==> config.mk <==
export PLATFORM = sky130hd
export DESIGN_NAME = uart_tx_sequencer
export DESIGN_NICKNAME = d
export VERILOG_FILES = /design/src/rtl/uart_tx_sequencer.sv
export SDC_FILE = /design/constraint.sdc
export NUM_CORES = 1
export LEC_CHECK = 0
export ABC_AREA = 0
export BUFFER_PORTS_ARGS = -buffer_cell sky130_fd_sc_hd__clkbuf_2
export CORE_ASPECT_RATIO = 0.5
export CORE_UTILIZATION = 41
export DETAILED_ROUTE_END_ITERATION = 8
export GPL_TIMING_DRIVEN = 1
export PLACE_DENSITY = 0.72
export SETUP_SLACK_MARGIN = 0.5
export SYNTH_ARGS = -nofsm -noshare
export SYNTH_HDL_FRONTEND = slang
export SYNTH_SLANG_ARGS = --single-unit
==> constraint.sdc <==
create_clock -name clk_i -period 2.54 [get_ports clk_i]
set_input_delay 0.254 -clock clk_i [delete_from_list [all_inputs] [get_ports clk_i]]
set_output_delay 0.254 -clock clk_i [all_outputs]
set_load 0.05 [all_outputs]
==> src/rtl/uart_tx_sequencer.sv <==
// Byte FIFO feeding the UART transmit register via cs/rd/wr strobes, one byte per transfer.
// Define UART_SEQ_STATUS_POLL_EN to pace on the UART Tx-ready bit instead of a fixed gap.
module uart_tx_sequencer #(
  parameter int DEPTH        = 16,
  parameter int ADDR_WIDTH   = 3,
  parameter int CTRL_ADDR    = 0,
  parameter int TX_ADDR      = 2,
  parameter int TX_READY_BIT = 0,
  parameter int GAP_CYCLES   = 4200
) (
  input  logic                     clk_i,
  input  logic                     rst_i,
  input  logic                     push_valid_i,
  input  logic [7:0]               push_data_i,
  output logic                     push_ready_o,
  output logic [$clog2(DEPTH):0]   fifo_count_o,
  output logic                     busy_o,
  output logic                     sent_pulse_o,
  output logic                     uart_cs_o,
  output logic                     uart_rd_o,
  output logic                     uart_wr_o,
  output logic [ADDR_WIDTH-1:0]    uart_addr_o,
  output logic [7:0]               uart_in_data_o,
  input  logic [7:0]               uart_out_data_i
);

  localparam int PW = $clog2(DEPTH);

  typedef enum logic [2:0] {
    ST_IDLE,
    ST_POLL_RD,
    ST_POLL_SMP,
    ST_POLL_WAIT,
    ST_LOAD,
    ST_WRITE,
    ST_RELEASE,
    ST_GAP
  } state_e;

  state_e                  state_q, state_d;
  logic [7:0]              mem_q [DEPTH];
  logic [PW-1:0]           wptr_q, rptr_q;
  logic [PW:0]             count_q, count_d;
  logic [ADDR_WIDTH-1:0]   addr_q, addr_d;
  logic [7:0]              data_q, data_d;
  logic                    push_ok;
  logic                    pop;

`ifndef UART_SEQ_STATUS_POLL_EN
  localparam int GW = (GAP_CYCLES > 1) ? $clog2(GAP_CYCLES) : 1;
  localparam logic [GW-1:0] GAP_LOAD = (GAP_CYCLES > 1) ? GW'(GAP_CYCLES - 1) : GW'(0);
  logic [GW-1:0] gap_q, gap_d;
  logic          unused_poll_cfg;
  assign unused_poll_cfg = ^{uart_out_data_i, 32'(CTRL_ADDR), 32'(TX_READY_BIT)};
`else
  logic unused_gap_cfg;
  assign unused_gap_cfg = ^32'(GAP_CYCLES);
`endif

  assign push_ready_o = (count_q != (PW+1)'(DEPTH));
  assign push_ok      = push_valid_i && push_ready_o;
  assign pop          = (state_q == ST_WRITE);

  always_comb begin
    count_d = count_q;
    case ({push_ok, pop})
      2'b10:   count_d = count_q + 1'b1;
      2'b01:   count_d = count_q - 1'b1;
      default: count_d = count_q;
    endcase
  end

  always_comb begin
    state_d = state_q;
    addr_d  = addr_q;
    data_d  = data_q;
`ifndef UART_SEQ_STATUS_POLL_EN
    gap_d   = gap_q;
`endif
    case (state_q)
      ST_IDLE: begin
        if (count_q != '0) begin
`ifdef UART_SEQ_STATUS_POLL_EN
          state_d = ST_POLL_RD;
          addr_d  = ADDR_WIDTH'(CTRL_ADDR);
`else
          state_d = ST_LOAD;
          addr_d  = ADDR_WIDTH'(TX_ADDR);
          data_d  = mem_q[rptr_q];
`endif
        end
      end
`ifdef UART_SEQ_STATUS_POLL_EN
      ST_POLL_RD:   state_d = ST_POLL_SMP;
      ST_POLL_SMP: begin
        if (uart_out_data_i[TX_READY_BIT]) begin
          state_d = ST_LOAD;
          addr_d  = ADDR_WIDTH'(TX_ADDR);
          data_d  = mem_q[rptr_q];
        end else begin
          state_d = ST_POLL_WAIT;
        end
      end
      ST_POLL_WAIT: state_d = ST_POLL_RD;
`endif
      ST_LOAD:  state_d = ST_WRITE;
      ST_WRITE: state_d = ST_RELEASE;
      ST_RELEASE: begin
`ifdef UART_SEQ_STATUS_POLL_EN
        state_d = ST_IDLE;
`else
        state_d = ST_GAP;
        gap_d   = GAP_LOAD;
`endif
      end
`ifndef UART_SEQ_STATUS_POLL_EN
      ST_GAP: begin
        if (gap_q == '0) state_d = ST_IDLE;
        else             gap_d   = gap_q - 1'b1;
      end
`endif
      default: state_d = ST_IDLE;
    endcase
  end

  // Storage array carries no reset; pointers and count define which entries are live.
  always_ff @(posedge clk_i) begin
    if (push_ok) mem_q[wptr_q] <= push_data_i;
  end

  always_ff @(posedge clk_i or posedge rst_i) begin
    if (rst_i) begin
      state_q <= ST_IDLE;
      wptr_q  <= '0;
      rptr_q  <= '0;
      count_q <= '0;
      addr_q  <= '0;
      data_q  <= '0;
`ifndef UART_SEQ_STATUS_POLL_EN
      gap_q   <= '0;
`endif
    end else begin
      state_q <= state_d;
      count_q <= count_d;
      addr_q  <= addr_d;
      data_q  <= data_d;
      if (push_ok) wptr_q <= wptr_q + 1'b1;
      if (pop)     rptr_q <= rptr_q + 1'b1;
`ifndef UART_SEQ_STATUS_POLL_EN
      gap_q   <= gap_d;
`endif
    end
  end

  // Strobes decode the state register alone so they carry no combinational input paths.
  assign uart_cs_o      = !(state_q == ST_POLL_RD || state_q == ST_POLL_SMP ||
                            state_q == ST_LOAD    || state_q == ST_WRITE);
  assign uart_rd_o      = !(state_q == ST_POLL_RD || state_q == ST_POLL_SMP);
  assign uart_wr_o      = !(state_q == ST_WRITE);
  assign sent_pulse_o   = (state_q == ST_RELEASE);
  assign busy_o         = (count_q != '0) || (state_q != ST_IDLE);
  assign fifo_count_o   = count_q;
  assign uart_addr_o    = addr_q;
  assign uart_in_data_o = data_q;

endmodule

; ---- Yosys cells after proc, flatten, opt, wreduce, memory -nomap -nowiden
; Memories as Yosys holds them, arrays and structs flattened. A register that Yosys moved wholly into a read port is not among the register bits.
; Index checks and enable logic that the tools add are counted.
[totals]
regBits = 30
mem_bits_rw = 128
inputBits = 19
output_inout_bits = 22
n_memories = 1
[classes]
n_addsub = 5
n_eq_ne = 12
muxes = 8
reduce_logical = 17
[mem_list]
columns = memory, words, word_bits, rd, rd_clocked_by_memory_dff, write_ports, line_no
row1 = mem_q, 16, 8, 1, 1, 1, 41  ; logic [7:0] mem_q [DEPTH];
[op_table]
columns = operator, count
row1 = $pmux 13 s2, 1
row2 = $pmux 3 s5, 1
row3 = $logic_not 13->1, 1
row4 = $mux 13, 1
row5 = $sub 13x1->13 const B, 1
row6 = $eq 3x3->1 const B, 4
row7 = $pmux 5 s2, 1
row8 = $add 4x1->4 const B, 2
row9 = $mux 3, 2
row10 = $ne 2x2->1 const B, 3
row11 = $reduce_and 2->1, 3
row12 = $add 5x1->5 const B, 1
row13 = $ne 5x5->1 const B, 1
row14 = $reduce_bool 5->1, 1
row15 = $sub 5x1->5 const B, 1
row16 = $logic_or 1x1->1, 4
row17 = $reduce_bool 2->1, 2
row18 = $eq 3x1->1 const B, 1
row19 = $eq 3x2->1 const B, 1
row20 = $logic_not 1->1, 3
row21 = $logic_not 3->1, 1
row22 = $reduce_bool 3->1, 1
row23 = $eq 2x1->1 const B, 1
row24 = $eq 2x2->1 const B, 1
row25 = 2 further kinds, 3

; ---- Longest topological paths before layout
; Gate-level depths: netlist (run 1).
[logic_depth]
ltp_word = 5
depth_mapped = 12
depth_no_buf = 10

; ---- Least setup slack after synthesis (run 1)
; OpenSTA, ideal clock, no wires.
[synth_timing]
path_kind = register -> register
start = reg count_q[2] (netlist: fifo_count_o[2])
end = reg count_q[4] (netlist: fifo_count_o[4])
setup_ps = 148
t_arrival_ps = 2916
required_ps = 2392
slack_ps = -524
path_stages_with_launch = 13
path_cell_list = dfrtp_1 -> clkbuf_1 -> nor4_1 -> a21boi_1 -> inv_1 -> ha_1 -> clkbuf_1 -> xor2_1 -> ha_1 -> o211a_1 -> o31ai_1 -> a31oi_1 -> xor2_1
[synth_via]
elab_chain_len = 4
elab_cells_between_ends = 8
cone_classes = add/sub (2) / eq/ne (3) / mux (1) / reduce/logical (2)
[synth_rtl]
columns = element, line_no
row1 = from (decl), 43  ; logic [PW:0] count_q, count_d;
row2 = from (signal assigned), 144  ; count_q <= count_d;
row3 = branches (longest 4 deep; another with $sub 5x1->5), --
; Parallel ways; which one is timed is not known.
; A chain may end at the register's enable or synchronous reset.

; ---- Worst setup path after layout (run 1)
[layout_timing]
start = reg count_q[0] (netlist: fifo_count_o[0])
end = out busy_o
[layout_via]
elab_chain_len = 2
[layout_rtl]
columns = element, line_no
row1 = $reduce_bool 5->1, 161  ; assign busy_o = (count_q != '0) || (state_q != ST_IDLE);
row2 = $logic_or 1x1->1, 161
row3 = to (decl), 17  ; output logic busy_o,
; No other way between the ends.

==> out/qor.txt, run 1 <==
RSZ-0062 raised after global routing = yes
antenna-violating nets left = 0
total die area = 0.0176 mm^2
Mapped Cells = 429
Overflow after GRT = 0
DP Worst Slack = 249 ps
# rows = 33
CTS root buffer = clkbuf_16
Initial DRC Count = 298
Synth Register Bits = 166
Placement Cell Area = 0.00749 mm^2
Fin Setup TNS = 0 ps
Slowest-stage cell, CP = or4_4
Clock Latency Late Sink = 420 ps
final hold violations = 0
TritonRoute pass-1 iters = 5
crit start category = flip-flop
crit path DAT = 1940 ps
largest net degree at the start of global routing = 39
DIE HEIGHT = 94.4 um
CTS tree = yes
CP bufs+invs = 1
sequential element share of the synthesized area = 0.685
Peak VDD IR = 0.000698 V
Num CTS Buffers = 17
crit-path max FO = 4
worst setup margin = 350 ps
Synth top area share = 0.549
status = completed
Synth async-reset ratio = 0.229
Fill cells = 1,305
GP Congestion = 0.808
critical path required time = 2290 ps
io pins = 41
Clock transition at path regs = 70 ps
highest cell delay on the worst timing path = 550 ps
Initial Utilization = 0.424
Worst Clk Skew = 9.99 ps
crit-path cells = or4_4, or3_4, clkbuf_16
Avg Inst Size Synth = 16.3 um^2
Setup crit end kind = primary output
DRC Markers = 0
Ys Warns = 0
initial antenna violation count = 0
design area = 0.00851 mm^2
ranking of synthesized cells by area = edfxtp_1 (55%), dfrtp_1 (14%), mux4_2 (10%)
clock sinks = 166
fmax = 0.457 GHz
Worst-Margin Slew = 750 ps
Wirelength per Cell = 19.9 um
PortBufs = 30
leakage power = 3.02 nW
Setup CP Type = flip-flop to primary output
Post-DP HPWL = 8430 um
pins over their slew limit = 0
Synth area leader = edfxtp_1
max-cap violations = 0
core area = 0.0165 mm^2
Final min period = 2190 ps
DR vias/cell = 5.43
Die X-Extent = 187 um
synth unique cells = 51
# diodes = 0
final worst-path cycle share = 0.862
Syn Std Cell Area = 0.00700 mm^2
# H-tree levels = 4
Final Setup Violations = 0
final net count = 515
Slew headroom = 0.500
vias post-DR = 3,937
min-delay worst type = input pin to flip-flop
CP delay by family, top = simple AND/OR/NAND/NOR gates
power per cell area = 1180 mW/mm^2
routed wire length = 14,400 um
total track usage = 0.169
first-pass GRT wire length = 21,900 um
Post-synth EDFFs = 128
layout cell share with drive strength beyond 1 = 0.351
CTS max path bufs = 2
area grow syn2layout = 21.6%
number of global-route vias before repair = 3,872
prevailing post-synth register cell = edfxtp_1
flip-flops by register name, summed over array words and instances, names as in the netlist:
register	cells
mem_q	128
fifo_count_o	5
wptr_q	4
rptr_q	4
gap_q	13
uart_in_data_o	8
uart_addr_o	1
state_q	3
kinds of logic (layout without fill, tap and decap cells):
logic type / Yosys count / count (layout) / share of synthesized area
xor gates and xnor gates: 12 / 12 / 0.0150
DFF: 166 / 166 / 0.685
AOI/OAI and AO/OA: 62 / 62 / 0.0642
and+or+nand+nor: 96 / 96 / 0.0730
buffers and inverters: 38 / 106 / 0.0233
adders and majority gates: 12 / 12 / 0.0211
muxes: 42 / 42 / 0.118
other: 1 / 2 / 0.000536
Yosys cell counts (5+ instances only):
cell	count
or3_1	5
and2_1	5
nand2b_1	5
mux4_2	32
a22o_1	8
o21ai_0	7
o31ai_1	5
nand2_1	18
nor3_1	7
nor4_1	6
edfxtp_1	128
nor2_1	20
xor2_1	5
buf_2	7
ha_1	11
mux2i_1	9
a311oi_1	5
xnor2_1	7
nor2b_1	10
clkbuf_1	15
nand3_1	5
dfrtp_1	38
a21oi_1	15
a211o_1	8
inv_1	10
power breakdown:
group | internal [W] | switching (W) | total [W]
registers | 0.00338 | 0.000456 | 0.00383
logic | 0.00151 | 0.00196 | 0.00347
clock network | 0.00168 | 0.00110 | 0.00278
through the flow:
step / cells / util / total power [W] / hold WS, ps
floorplan: 430 / - / 0.00617 / 353
global placement: 671 / 0.454 / 0.00689 / 398
detailed placement: 671 / 0.454 / 0.00695 / 393
CTS: 712 / 0.502 / 0.00989 / 251
global route: 725 / 0.515 / 0.0105 / 280
finish: 725 / 0.515 / 0.0101 / 269
routing by layer:
metal,GRT usage,wire [um],vias up
li1,-,-,1796
met1,0.223,6470,2011
met2,0.286,7110,115
met3,0.0260,633,15
met4,0.0635,203,0
met5,0,0,-
placed cells by master, fill, tap and decap left out, drive strengths merged, types with 6 or more instances in the layout:
master | synthesis | layout
a21oi | 15 | 15
buf | 13 | 33
mux4 | 32 | 32
ha | 11 | 11
nor4 | 6 | 6
a22o | 8 | 8
mux2i | 9 | 9
o21ai | 7 | 7
nand2 | 18 | 18
xnor2 | 7 | 7
nor2 | 20 | 20
nor3 | 7 | 7
nor2b | 10 | 10
dfrtp | 38 | 38
clkbuf | 15 | 48
a211o | 8 | 8
edfxtp | 128 | 128
inv | 10 | 17
worst paths after layout:
path | depth (start not counted) | to | startpoint | slack, ps
max | 3 | busy_o | fifo_count_o[0] | 350
min | 1 | mem_q[12][7] | push_data_i[7] | 270
max reg2reg | 10 | fifo_count_o[4] | fifo_count_o[2] | 390
min reg2reg | 1 | uart_addr_o[1] | uart_addr_o[1] | 490
max in group asynchronous | 4 | state_q[2] | rst_i | 1630
min in group asynchronous | 4 | uart_in_data_o[1] | rst_i | 490
timing repair:
| action | 4_1_cts | 5_1_grt |
|---|---|---|
| buffers inserted | 8 | 13 |
| pin swaps | 1 | 10 |
| endpoints found under the hold margin | 38 | 0 |
| resized for setup | 25 | 23 |
| endpoints found under the setup margin | 102 | 77 |
| hold buffers | 1 | 0 |
| gates cloned | 0 | 0 |
layout make-up:
type | count | area (um^2) | share of cell area
timing repair buffer | 64 | 509 | 0.0599
clock buffer | 18 | 429 | 0.0504
multi-input combinational | 226 | 2220 | 0.262
sequential | 166 | 4810 | 0.565
clock inverter | 14 | 211 | 0.0249
inverter | 10 | 40.0 | 0.00471
tap | 227 | 284 | 0.0334
No activity file was read; power rests on OpenSTA's default activity.
==> run 2: changes to the inputs <==
CELL_PAD_IN_SITES_DETAIL_PLACEMENT = 0   (was default)
CELL_PAD_IN_SITES_GLOBAL_PLACEMENT = 2   (was default)
PLACE_DENSITY = 0.88   (was 0.72)
==> run 2 against run 1 <==
Effect of this change: cell count down 0.28%; clock-buffer cell count down 1; critical path depth unchanged; setup slack worse by 12 ps; via count down 0.76%; utilization down 0.48 points; sequential power down 1%; first-iteration DRC count down 10%.
==> out/qor.txt, run 2 (synthesized netlist as in run 1, its figures left out) <==
status = completed
Placed Instances = 675 (+0.60%)
io pins = 41 (unchanged)
Worst Reg-to-Reg Cells = 10 (unchanged)
crit path DAT = 1950 ps (about the same)
Setup CP Type = flip-flop to primary output
FF+latch area = 0.00481 mm^2 (unchanged)
TritonRoute pass-1 iters = 4 (-1)
crit start category = flip-flop
final hold violations = 0 (unchanged)
Slew headroom = 0.527 (+0.0265)
clock sinks = 166 (unchanged)
Final Setup Violations = 0 (unchanged)
Multi-input gate area = 0.00223 mm^2 (+0.39%)
largest net degree at the start of global routing = 39 (unchanged)
Initial DRC Count = 268 (-10%)
core area = 0.0165 mm^2 (unchanged)
# rows = 33 (unchanged)
leakage power = 2.98 nW (-1.4%)
CTS tree = yes
DIE HEIGHT = 94.4 um (unchanged)
Clock transition at path regs = 70 ps (about the same)
Worst Clk Skew = 15.8 ps (+5.84 ps)
first-pass GRT wire length = 22,500 um (+2.4%)
critical path required time = 2290 ps (about the same)
Worst-Margin Slew = 710 ps (-39.8 ps)
Setup crit end kind = primary output
power per cell area = 1160 mW/mm^2 (-2.0%)
total track usage = 0.172 (+0.00371)
# H-tree levels = 4 (unchanged)
final worst-path cycle share = 0.867 (+0.00459)
antenna-violating nets left = 0 (unchanged)
max-cap violations = 0 (unchanged)
Peak VDD IR = 0.000636 V (-8.9%)
pins over their slew limit = 0 (unchanged)
total die area = 0.0176 mm^2 (unchanged)
DR vias/cell = 5.40 (-0.49%)
layout cell share with drive strength beyond 1 = 0.355 (+0.00343)
Post-DP HPWL = 8350 um (-0.93%)
commonest non-fill, non-tap cell in the layout = edfxtp_1
crit-path max FO = 3 (-1)
GP Congestion = 0.765 (-5.3%)
RSZ-0062 raised after global routing = yes
vias post-DR = 3,907 (-0.76%)
PortBufs = 30 (unchanged)
Post-Layout Cell Count = 723 (-0.28%)
highest cell delay on the worst timing path = 550 ps (about the same)
area grow syn2layout = 20.5%
final net count = 513 (-0.39%)
CTS max path bufs = 2 (unchanged)
number of global-route vias before repair = 3,899 (+0.70%)
CTS root buffer = clkbuf_16
routed wire length = 14,100 um (-2.1%)
initial antenna violation count = 0 (unchanged)
Clock Latency Late Sink = 420 ps (about the same)
Num CTS Buffers = 17 (unchanged)
fmax = 0.454 GHz (-0.53%)
Largest register FFs = 128 (unchanged)
Hold Path Cell Cnt = 1 (unchanged)
Fin Setup TNS = 0 ps (unchanged)
Initial Utilization = 0.424 (unchanged)
Most flops, register = mem_q
# diodes = 0 (unchanged)
total power = 0.00978 W (-2.9%)
most frequent cells in the layout = edfxtp_1 (128), mux4_2 (32), dfrtp_1 (29)
Final min period = 2200 ps (+11.7 ps)
Wirelength per Cell = 19.5 um (-1.8%)
min-delay worst type = input pin to flip-flop
Die X-Extent = 187 um (unchanged)
crit-path cells = or4_4, or3_4, clkbuf_16
Slowest-stage cell, CP = or4_4
DRC Markers = 0 (unchanged)
Fill cells = 1,337 (+2.5%)
Overflow after GRT = 0 (unchanged)
-- run 2: layer usage --
metal  routed length [um]  part of all wire  GRT usage
met1                 6530              0.46      0.237
met2                 6800              0.48      0.285
met3                  664             0.047     0.0275
met4                  120            0.0085     0.0574
met5                    0                 0          0
-- run 2: power by group --
part / internal [W] / total, W / leakage, nW / switching [W]
combinational: 0.00142 / 0.00336 / 1.08 / 0.00195
sequential: 0.00338 / 0.00379 / 1.60 / 0.000419
clock: 0.00142 / 0.00262 / 0.293 / 0.00121
-- run 2: final cells by class --
cell class              instances  share of cell area
repair buffers                 62              0.0537
flip-flops and latches        166               0.571
inverters                      10             0.00445
well taps                     227              0.0337
clock inverters                15              0.0221
multi-input cells             226               0.265
clock buffers                  17              0.0505
-- run 2: through the flow --
stage | util | instance area (um^2) | setup WS, ps | hold slack, ps
6_report | 0.510 | 8430 | 339 | 236
3_5_place_dp | 0.455 | 7510 | 253 | 411
4_1_cts | 0.501 | 8270 | 317 | 227
2_1_floorplan | - | 7090 | -42.4 | 353
5_1_grt | 0.510 | 8430 | 292 | 255
3_3_place_gp | 0.455 | 7510 | 297 | 409
-- run 2: path summary, 6_finish.rpt --
check / start / endpoint / slack (ps)
max: fifo_count_o[1] / busy_o / 340
min: push_data_i[3] / mem_q[10][3] / 240
max reg2reg: fifo_count_o[2] / fifo_count_o[4] / 430
min reg2reg: uart_addr_o[1] / uart_addr_o[1] / 470
max in group asynchronous: rst_i / rptr_q[0] / 1620
min in group asynchronous: rst_i / uart_in_data_o[3] / 490
-- run 2: timing repair --
item	in CTS	in global routing
setup buffers	8	7
hold endpoints to repair	38	0
hold buffers	1	0
pin swaps	2	12
cloned	0	0
setup endpoints to repair	100	76
resized for setup	23	25
-- run 2: critical path, delay by kind of cell, from the launching register on --
kind / cells / cell delay [ps]
AND/OR/NAND/NOR: 2 / 910
flip-flops: 1 / 440
buffers and inverters: 1 / 180
